--- src/rtl/bounce_field_if.sv ---
// ---------------------------------------------------------------------------
// bounce_field_if
// Control and render bundle between the bounce_field engine and its user.
//   frame_tick    : one-cycle per-frame update request (user -> engine)
//   pause         : suppresses frame_tick while the engine is idle
//   video_active  : display-on from the sync generator
//   pix_x / pix_y : current pixel column / row
//   hit / hit_id  : registered pixel-inside-square flag and lowest square index
//   busy          : update in progress
//   bounce_pulse  : one-cycle pulse, a wall reflection happened this update
//   collide_pulse : one-cycle pulse, an overlapping pair was found this update
// master = user side (sync generator / testbench), slave = engine side.
// ---------------------------------------------------------------------------
interface bounce_field_if #(
   parameter int N_OBJ = 4
);
   localparam int ID_W = $clog2(N_OBJ);

   logic            frame_tick;
   logic            pause;
   logic            video_active;
   logic [9:0]      pix_x;
   logic [9:0]      pix_y;
   logic            hit;
   logic [ID_W-1:0] hit_id;
   logic            busy;
   logic            bounce_pulse;
   logic            collide_pulse;

   modport master (
      output frame_tick, pause, video_active, pix_x, pix_y,
      input  hit, hit_id, busy, bounce_pulse, collide_pulse
   );

   modport slave (
      input  frame_tick, pause, video_active, pix_x, pix_y,
      output hit, hit_id, busy, bounce_pulse, collide_pulse
   );
endinterface

--- src/rtl/bounce_field.sv ---
// ---------------------------------------------------------------------------
// bounce_field
// N-object bouncing-square engine. Holds position/direction for N_OBJ squares
// and, on each accepted frame tick, walks a small FSM: MOVE advances one
// square per cycle with wall reflection, COLLIDE tests one unordered pair per
// cycle and pushes overlapping squares apart by steering their directions.
// In parallel a registered render path reports whether the current pixel is
// covered and by which (lowest-numbered) square.
// Ports:
//   clk   : pixel clock
//   reset : synchronous, active-high; restores the start layout
//   bus   : bounce_field_if.slave (frame_tick/pause in, pixel in,
//           hit/hit_id/busy/bounce_pulse/collide_pulse out)
// ---------------------------------------------------------------------------
module bounce_field #(
   parameter int N_OBJ   = 4,
   parameter int SIZE    = 40,
   parameter int SPEED   = 3,
   parameter int H_RES   = 640,
   parameter int V_RES   = 480,
   parameter int COORD_W = 11
) (
   input  logic          clk,
   input  logic          reset,
   bounce_field_if.slave bus
);
   localparam int ID_W = $clog2(N_OBJ);
   // One spare bit so pos+SPEED and pos+SIZE can never wrap.
   localparam int W    = COORD_W + 1;

   localparam logic [W-1:0]    SPD    = W'(SPEED);
   localparam logic [W-1:0]    SZ     = W'(SIZE);
   localparam logic [W-1:0]    XMAX   = W'(H_RES - SIZE);
   localparam logic [W-1:0]    YMAX   = W'(V_RES - SIZE);
   localparam logic [ID_W-1:0] LAST   = ID_W'(N_OBJ - 1);
   localparam logic [ID_W-1:0] LAST_A = ID_W'(N_OBJ - 2);

   typedef enum logic [1:0] {S_IDLE, S_MOVE, S_COLLIDE} state_e;

   typedef struct packed {
      logic [COORD_W-1:0] pos;
      logic               neg;   // 1 = moving left/up
      logic               wall;  // reflection happened
   } axis_t;

   state_e                        state_q, state_d;
   logic [ID_W-1:0]               idx_q, idx_d;  // MOVE object / COLLIDE pair 'a'
   logic [ID_W-1:0]               b_q, b_d;      // COLLIDE pair 'b'
   logic [N_OBJ-1:0][COORD_W-1:0] x_q, x_d, y_q, y_d;
   logic [N_OBJ-1:0]              dx_q, dx_d, dy_q, dy_d;
   logic                          bounce_q, bounce_d;
   logic                          collide_q, collide_d;
   logic                          bpulse_q, bpulse_d;
   logic                          cpulse_q, cpulse_d;
   logic                          hit_q, hit_d;
   logic [ID_W-1:0]               hid_q, hid_d;

   axis_t                         ax, ay;
   logic [W-1:0]                  xa, xb, ya, yb;
   logic                          ovl;
   logic [W-1:0]                  px, py;
   logic [N_OBJ-1:0]              in_sq;

   // One axis of the MOVE step: clamp to the wall and flip on reaching it.
   function automatic axis_t step_axis(logic [COORD_W-1:0] pos, logic neg,
                                       logic [W-1:0] lim);
      axis_t        r;
      logic [W-1:0] p;
      p      = {1'b0, pos};
      r.pos  = pos;
      r.neg  = neg;
      r.wall = 1'b0;
      if (!neg) begin
         if (p + SPD >= lim) begin
            r.pos  = lim[COORD_W-1:0];
            r.neg  = 1'b1;
            r.wall = 1'b1;
         end else begin
            r.pos = COORD_W'(p + SPD);
         end
      end else begin
         if (p <= SPD) begin
            r.pos  = '0;
            r.neg  = 1'b0;
            r.wall = 1'b1;
         end else begin
            r.pos = COORD_W'(p - SPD);
         end
      end
      return r;
   endfunction

   // Pair under test in COLLIDE; positions are stable during that phase.
   assign xa  = {1'b0, x_q[idx_q]};
   assign xb  = {1'b0, x_q[b_q]};
   assign ya  = {1'b0, y_q[idx_q]};
   assign yb  = {1'b0, y_q[b_q]};
   assign ovl = (xa < xb + SZ) && (xb < xa + SZ) &&
                (ya < yb + SZ) && (yb < ya + SZ);

   // ---------------- update FSM ----------------
   always_comb begin
      state_d   = state_q;
      idx_d     = idx_q;
      b_d       = b_q;
      x_d       = x_q;
      y_d       = y_q;
      dx_d      = dx_q;
      dy_d      = dy_q;
      bounce_d  = bounce_q;
      collide_d = collide_q;
      bpulse_d  = 1'b0;
      cpulse_d  = 1'b0;
      ax        = '0;
      ay        = '0;
      case (state_q)
         S_IDLE: begin
            if (bus.frame_tick && !bus.pause) begin
               state_d   = S_MOVE;
               idx_d     = '0;
               bounce_d  = 1'b0;
               collide_d = 1'b0;
            end
         end
         S_MOVE: begin
            ax          = step_axis(x_q[idx_q], dx_q[idx_q], XMAX);
            ay          = step_axis(y_q[idx_q], dy_q[idx_q], YMAX);
            x_d[idx_q]  = ax.pos;
            y_d[idx_q]  = ay.pos;
            dx_d[idx_q] = ax.neg;
            dy_d[idx_q] = ay.neg;
            if (ax.wall || ay.wall) bounce_d = 1'b1;
            if (idx_q == LAST) begin
               state_d = S_COLLIDE;
               idx_d   = '0;
               b_d     = ID_W'(1);
            end else begin
               idx_d = idx_q + ID_W'(1);
            end
         end
         S_COLLIDE: begin
            if (ovl) begin
               collide_d = 1'b1;
               // Steer the left/upper square further left/up, the other away.
               if (xa < xb) begin
                  dx_d[idx_q] = 1'b1;
                  dx_d[b_q]   = 1'b0;
               end else if (xa > xb) begin
                  dx_d[idx_q] = 1'b0;
                  dx_d[b_q]   = 1'b1;
               end
               if (ya < yb) begin
                  dy_d[idx_q] = 1'b1;
                  dy_d[b_q]   = 1'b0;
               end else if (ya > yb) begin
                  dy_d[idx_q] = 1'b0;
                  dy_d[b_q]   = 1'b1;
               end
            end
            if (b_q == LAST) begin
               if (idx_q == LAST_A) begin
                  state_d  = S_IDLE;
                  bpulse_d = bounce_q;
                  cpulse_d = collide_d;  // include the final pair's result
               end else begin
                  idx_d = idx_q + ID_W'(1);
                  b_d   = idx_q + ID_W'(2);
               end
            end else begin
               b_d = b_q + ID_W'(1);
            end
         end
         default: state_d = S_IDLE;
      endcase
   end

   // ---------------- render path ----------------
   assign px = {{(W-10){1'b0}}, bus.pix_x};
   assign py = {{(W-10){1'b0}}, bus.pix_y};

   for (genvar i = 0; i < N_OBJ; i++) begin : g_sq
      assign in_sq[i] = (px >= {1'b0, x_q[i]}) && (px < {1'b0, x_q[i]} + SZ) &&
                        (py >= {1'b0, y_q[i]}) && (py < {1'b0, y_q[i]} + SZ);
   end

   always_comb begin
      hit_d = bus.video_active && (|in_sq);
      hid_d = '0;
      // Walk downwards so the lowest covering index wins.
      for (int i = N_OBJ - 1; i >= 0; i--) begin
         if (in_sq[i]) hid_d = ID_W'(i);
      end
      if (!hit_d) hid_d = '0;
   end

   // ---------------- registers ----------------
   always_ff @(posedge clk) begin
      if (reset) begin
         state_q   <= S_IDLE;
         idx_q     <= '0;
         b_q       <= '0;
         bounce_q  <= 1'b0;
         collide_q <= 1'b0;
         bpulse_q  <= 1'b0;
         cpulse_q  <= 1'b0;
         hit_q     <= 1'b0;
         hid_q     <= '0;
         for (int i = 0; i < N_OBJ; i++) begin
            x_q[i]  <= COORD_W'(16 + 64 * i);
            y_q[i]  <= COORD_W'(16 + 48 * i);
            dx_q[i] <= 1'(i % 2);   // odd squares start left/up
            dy_q[i] <= 1'(i % 2);
         end
      end else begin
         state_q   <= state_d;
         idx_q     <= idx_d;
         b_q       <= b_d;
         x_q       <= x_d;
         y_q       <= y_d;
         dx_q      <= dx_d;
         dy_q      <= dy_d;
         bounce_q  <= bounce_d;
         collide_q <= collide_d;
         bpulse_q  <= bpulse_d;
         cpulse_q  <= cpulse_d;
         hit_q     <= hit_d;
         hid_q     <= hid_d;
      end
   end

   assign bus.busy          = (state_q != S_IDLE);
   assign bus.bounce_pulse  = bpulse_q;
   assign bus.collide_pulse = cpulse_q;
   assign bus.hit           = hit_q;
   assign bus.hit_id        = hid_q;

endmodule

--- src/flat_wrapper.sv ---
// flat-port wrapper written by rule: the top's interface ports become plain ports
module bounce_field_flat 
#(
   parameter int N_OBJ   = 4,
   parameter int SIZE    = 40,
   parameter int SPEED   = 3,
   parameter int H_RES   = 640,
   parameter int V_RES   = 480,
   parameter int COORD_W = 11
)
  (clk, reset, bus_frame_tick, bus_pause, bus_video_active, bus_pix_x, bus_pix_y, bus_hit, bus_hit_id, bus_busy, bus_bounce_pulse, bus_collide_pulse);
  bounce_field_if #(.N_OBJ(N_OBJ)) bus_i ();
  input  logic clk;
  input  logic reset;
  input wire logic [$bits(bus_i.frame_tick)-1:0] bus_frame_tick;
  input wire logic [$bits(bus_i.pause)-1:0] bus_pause;
  input wire logic [$bits(bus_i.video_active)-1:0] bus_video_active;
  input wire logic [$bits(bus_i.pix_x)-1:0] bus_pix_x;
  input wire logic [$bits(bus_i.pix_y)-1:0] bus_pix_y;
  output wire logic [$bits(bus_i.hit)-1:0] bus_hit;
  output wire logic [$bits(bus_i.hit_id)-1:0] bus_hit_id;
  output wire logic [$bits(bus_i.busy)-1:0] bus_busy;
  output wire logic [$bits(bus_i.bounce_pulse)-1:0] bus_bounce_pulse;
  output wire logic [$bits(bus_i.collide_pulse)-1:0] bus_collide_pulse;
  assign bus_i.frame_tick = bus_frame_tick;
  assign bus_i.pause = bus_pause;
  assign bus_i.video_active = bus_video_active;
  assign bus_i.pix_x = bus_pix_x;
  assign bus_i.pix_y = bus_pix_y;
  assign bus_hit = bus_i.hit;
  assign bus_hit_id = bus_i.hit_id;
  assign bus_busy = bus_i.busy;
  assign bus_bounce_pulse = bus_i.bounce_pulse;
  assign bus_collide_pulse = bus_i.collide_pulse;
  bounce_field #(.N_OBJ(N_OBJ), .SIZE(SIZE), .SPEED(SPEED), .H_RES(H_RES), .V_RES(V_RES), .COORD_W(COORD_W)) u_core (.clk(clk), .reset(reset), .bus(bus_i));
endmodule
--- config.mk ---
export PLATFORM = sky130hd
export DESIGN_NAME = bounce_field_flat
export DESIGN_NICKNAME = d
export VERILOG_FILES = /design/src/rtl/bounce_field_if.sv /design/src/rtl/bounce_field.sv /design/src/flat_wrapper.sv
export SDC_FILE = /design/constraint.sdc
export NUM_CORES = 1
export LEC_CHECK = 0
export ABC_AREA = 1
export BUFFER_PORTS_ARGS = -buffer_cell sky130_fd_sc_hd__buf_4
export CORE_MARGIN = 2
export CORE_UTILIZATION = 52
export CTS_BUF_LIST = sky130_fd_sc_hd__clkbuf_4
export DETAILED_ROUTE_END_ITERATION = 10
export HOLD_SLACK_MARGIN = 0.06
export PLACE_DENSITY = 0.77
export SYNTH_ARGS = -nofsm -noshare
export SYNTH_HDL_FRONTEND = slang
export SYNTH_SLANG_ARGS = --single-unit
--- constraint.sdc ---
create_clock -name clk -period 4.41 [get_ports clk]
set_input_delay 0.6615 -clock clk [delete_from_list [all_inputs] [get_ports clk]]
set_output_delay 0.6615 -clock clk [all_outputs]
set_load 0.01 [all_outputs]
Word level (Yosys, flattened, before mapping):

Cells that the tools add are included.

* output and inout bits: 6
* logic and storage cells: 202
* flip-flop bits (word level): 109

* mux-type cells: 64
* equal/unequal tests: 15
* add/sub/neg operators: 19
* bitwise operators: 14
* reductions and logical operators: 38
* $lt $le $gt $ge: 32

Operator list (count)
* $add A11 B6 Y12 const B: 12
* $mux W11: 9
* $lt A10 B12 Y1: 8
* $bmux W11 S2: 4
* $bwmux W44: 2
* $ge A10 B11 Y1: 8
* $mux W13: 4
* $lt A11 B12 Y1: 4
* $mux W2: 17
* $add A11 B2 Y12 const B: 2
* $mux W4: 6
* $demux W11 S2: 1
* $gt A11 B11 Y1: 2
* $le A11 B2 Y1 const B: 2
* $lt A11 B11 Y1: 2
* $sub A11 B2 Y11 const B: 2
* $logic_and A1 B1 Y1: 19
* $and A4 B4 Y4: 4
* $or A4 B4 Y4: 4
* $pmux W4 S2: 2
* $ge A12 B10 Y1 const B: 1
* $ge A12 B9 Y1 const B: 1
* $ne A2 B1 Y1 const B: 6
* $pmux W2 S3: 2
* 27 further kinds: 58

Logic depth before layout (Yosys ltp):

* depth in word-level cells: 11
* gate-level depth with buffers: 28

Least setup slack after synthesis:

OpenSTA, ideal clock, no wires.

* path kind: flip-flop to flip-flop
* start point: reg u_core.b_q[0]
* end point: reg u_core.dx_q[1]
* period minus slack after synthesis: 3255 ps
* data arrival time: 3138 ps
* stages on the path, launching flop included: 24
* required time: 4293 ps
* slack: 1155 ps
* path through: dfxtp_1 buf_4 buf_2 buf_2 nand2_1 a32oi_1 ha_1 inv_1 a21oi_1 xnor2_1 ha_1 a21oi_1 o21a_1 nand2_1 nand2_1 nand2_1 nand2_1 nand2_1 nand2_1 nand2_1 o21ai_4 nand4_1 a21oi_1 nand2_1

* cells in the longest elaborated chain, start to end: 9

RTL lines
* start, declared: line bounce_field.sv:48 `logic [ID_W-1:0] b_q, b_d;`
* start signal, assigned: line bounce_field.sv:201 `b_q <= '0;`
* start signal, assigned: line bounce_field.sv:217 `b_q <= b_d;`
* $bmux W11 S2, or another cell as far along: line bounce_field.sv:95 `assign xb = {1'b0, x_q[b_q]};`
* $mux W11 (not written as such) / $logic_and A1 B1 Y1 (equally long branches): line bounce_field.sv:95, bounce_field.sv:147, bounce_field.sv:150
* $add A11 B6 Y12 / $mux W1 (equally long branches): line bounce_field.sv:98, bounce_field.sv:147, bounce_field.sv:150
* $lt A11 B12 Y1 / $demux W1 S2 (equally long branches)
* $logic_and A1 B1 Y1, or another cell as far along (2 in a row): line bounce_field.sv:98 `assign ovl = (xa < xb + SZ) && (xb < xa + SZ) &&`
* $logic_and A1 B1 Y1 / $mux W4 (equally long branches): line bounce_field.sv:99, bounce_field.sv:145
* $ne A2 B1 Y1 (no source line) / $mux W4 (equally long branches)
* $reduce_and A3 Y1 (no source line) / $pmux W4 S2 (equally long branches)
* end signal, assigned by index: line bounce_field.sv:211 `dx_q[i] <= 1'(i % 2);`
* end, declared: line bounce_field.sv:50 `logic [N_OBJ-1:0] dx_q, dx_d, dy_q, dy_d;`

Several ways; a longest one is shown, not always the timed one. The select of a mux whose other input is x is not followed.
A chain may end at the register's enable or synchronous reset.

Worst setup path in the final report:

* start point: reg u_core.b_q[0]
* end point: reg u_core.dx_q[3]

The elaborated chain is that of the path after synthesis.

==> reports/metrics.yaml <==
setup_slack_ps: 498.5
dpl.cell_count: 2443
synth_edf_count: 0
finalWeightedCongestion: 0.9798
path_clk_slew_ps: 190
fmax_ghz: 0.2557
status: "finished, final reports clean"
synth_most_common_cell: "nand2_1"
ys_seq_area_share_pct: 16.16
fin_skew_ps: 49.43
postCtsHoldBufs: 0
maxCapViolCount: 0
antenna_found_initial: 1
synth_fa_ha_area_share_pct: 20.94
synth_cells: 2129
drtIter0Drc: 1652
dieHeight_microns: 165.2
worstPathArrival_ps: 4330
yosys_register_bits: 109
netlist_area_sq_mm: 0.01351
worstSetupStartpointType: "flop"
synth_top_area_share_pct: 20.94
yosysWarningCount: 0
grt_usage_pct: 32.21
grt_pass1_vias: 12760
max-slew-margin-rel_pct: 33.53
root_buffer: "clkbuf_4"
clk_latency_ps: 540
pwr-share-seq_pct: 16.4
drc: 0
coreArea_sq_mm: 0.02533
viasPerCell: 5.855
path_cells: "buf_4, nand2_1, a32oi_1, xnor2_1, ha_1, a21oi_1, o21a_1, nand2_1, nand2_1, nand2_1, nand2_1, nand2_1, nand2_1, nand2_1, o21ai_4, nand4_1, a21oi_1, nand2_1"
synth_area_leaders: "ha_1, dfxtp_1, nand2_1"
cts-resized-gates: 0
max_stage_delay_ps: 870
clkSinkCount: 109
clockBufferDepth: 2
yosysTopAreaCell: "ha_1"
setup_violations: 0
postSynthAreaPerCell_sq_um: 6.344
postCtsSetupBuffers: 0
worst_slew_pin_slew_ps: 996.0
dpl.hpwl_microns: 34410
holdWs_ps: 464.5
synthArstFlopShare_pct: 0
synth-simple-area-share_pct: 28.97
total_power_w: 0.009153
dp_slack_ps: 582.6
ir_drop_mv: 0.3803
cts_tree: "yes"
vias: 14410
yosys-mux-area-fraction_pct: 0
swShare_pct: 59.74
dieArea_sq_mm: 0.02728
io_pins: 31
numCtsBuffers: 9
synth_fp_nets: 2380
combPwrFrac_pct: 77.2
required_ps: 4830
synth_top_family_by_area: "simple AND/OR/NAND/NOR gates"
clock_power_share_pct: 6.4
critPathMaxFanout: 41
p_sw_w: 0.005468
synthXorXnorAreaFrac_pct: 4.595
die_w_microns: 165.2
grt_setup_unrepaired: "no"
finalNonFillerCells: 2461
port_buffers: 30
period_minus_slack_ps: 3911
std_cell_rows: 58
synthToLayoutAreaGrowth_pct: 4.317
routedWlPerCell_microns: 17.79
cp_num_buf_inv: 1
synth_common_cells: "nand2_1, inv_1, a21oi_1"
grt_overflow: 0
yosys.cell_types.count: 55
path_common_cell: "nand2_1"
hold_viol_final: 0
grt_pass1_wl_microns: 68460
p_leak_nw: 7.154
start_util_pct: 53.32
crit_type: "reg -> reg"
slowest_stage: "dfxtp_2"
synth_compound_area_share_pct: 18.28
tns_ps: 0
final_net_count: 2375
grt_max_degree: 61
hold_path.class: "in -> reg"
slew_viol_final: 0
crit_family: "compound AO/OA/AOI/OAI gates"
first_pass_iters: 10
drive_above_1_share_pct: 5.636
powerDensity_mw_per_mm2: 649.7
p_int_w: 0.003685
ant_nets: 0
ys.flop_type: "dfxtp_1"
post-route-period-util_pct: 88.70
wirelength_microns: 43780
htreeDepth: 3
worstSetupEndpointType: "flop"
cells in the final DEF, fill, tap and decap left out, types with 11 or more instances in the layout:
cell / instances
nand2_1: 536
inv_1: 293
a21oi_1: 232
ha_1: 226
nand3_1: 142
nor2_1: 135
o21ai_0: 126
dfxtp_1: 107
xor2_1: 65
buf_4: 48
nand4_1: 38
nor3_1: 19
a32oi_1: 17
inv_2: 11
nand2_2: 11
a211oi_1: 11
clkbuf_4: 11
layout make-up:
class | instances | area (sq um)
Fill cell | 2560 | 11240
Multi-Input combinational cell | 1650 | 9829
Sequential cell | 109 | 2185
Inverter | 306 | 1149
Tap cell | 330 | 412.9
Timing Repair Buffer | 48 | 360.3
Clock buffer | 11 | 82.58
Clock inverter | 5 | 65.06
Antenna cell | 2 | 5.005
power groups by stage:
stage | Clock (W) | Combinational (W) | Sequential, W
finish | 0.000585 | 0.00707 | 0.00150
global route | 0.000618 | 0.00798 | 0.00151
CTS | 0.000582 | 0.00696 | 0.00147
detailed placement | 0 | 0.00692 | 0.00149
global placement | 0 | 0.00680 | 0.00149
floorplan | 0 | 0.00529 | 0.00134
tightest hold or removal path, delay by kind of cell:
| kind | cells | cell delay [ps] |
|---|---|---|
| compound gates | 1 | 50 |
| simple gates | 2 | 110 |
| buf+inv | 2 | 160 |
logic make-up (layout without fill, tap and decap cells):
family / count (synthesis) / count (layout)
AO/OA/AOI/OAI: 440 / 440
flip-flops: 109 / 109
buffers and inverters: 370 / 370
other: 0 / 2
adder cells (fa/ha/maj): 226 / 226
AND/OR/NAND/NOR: 914 / 914
XOR/XNOR: 70 / 70
per-layer routing:
layer | global-route usage [%] | routed length (microns)
met3 | 4.545 | 4354
met5 | 0 | 0
met1 | 46.03 | 19890
met4 | 8.775 | 990
met2 | 50.47 | 18550
per-stage QoR:
| step | cell area (sq um) | util, % |
|---|---|---|
| floorplan | 13510 | - |
| global route | 14090 | 55.63 |
| detailed placement | 13940 | 55.02 |
| global placement | 13940 | 55.02 |
| finish | 14090 | 55.63 |
| CTS | 14080 | 55.61 |
sequential cells by signal (all words and copies together) (netlist names), 2 cells and up:
name,flops
u_core.y_q,44
u_core.dy_q,4
u_core.dx_q,4
u_core.b_q,2
u_core.state_q,2
u_core.bus.hit_id,2
u_core.idx_q,2
u_core.x_q,44
final timing paths:
check                          startpoint                              end  slack, ps  cells after the start
max reg2reg    u_core.b_q[0]$_SDFFE_PP0P_      u_core.dx_q[3]$_SDFFE_PP1P_        500                     18
min                      bus_video_active  u_core.bus.hit_id[1]$_SDFF_PP0_        460                      5
max            u_core.b_q[0]$_SDFFE_PP0P_      u_core.dx_q[3]$_SDFFE_PP1P_        500                     18
min reg2reg  u_core.bounce_q$_SDFFE_PP0P_     u_core.bounce_q$_SDFFE_PP0P_        470                      2
(Power assumes the default switching activity.)
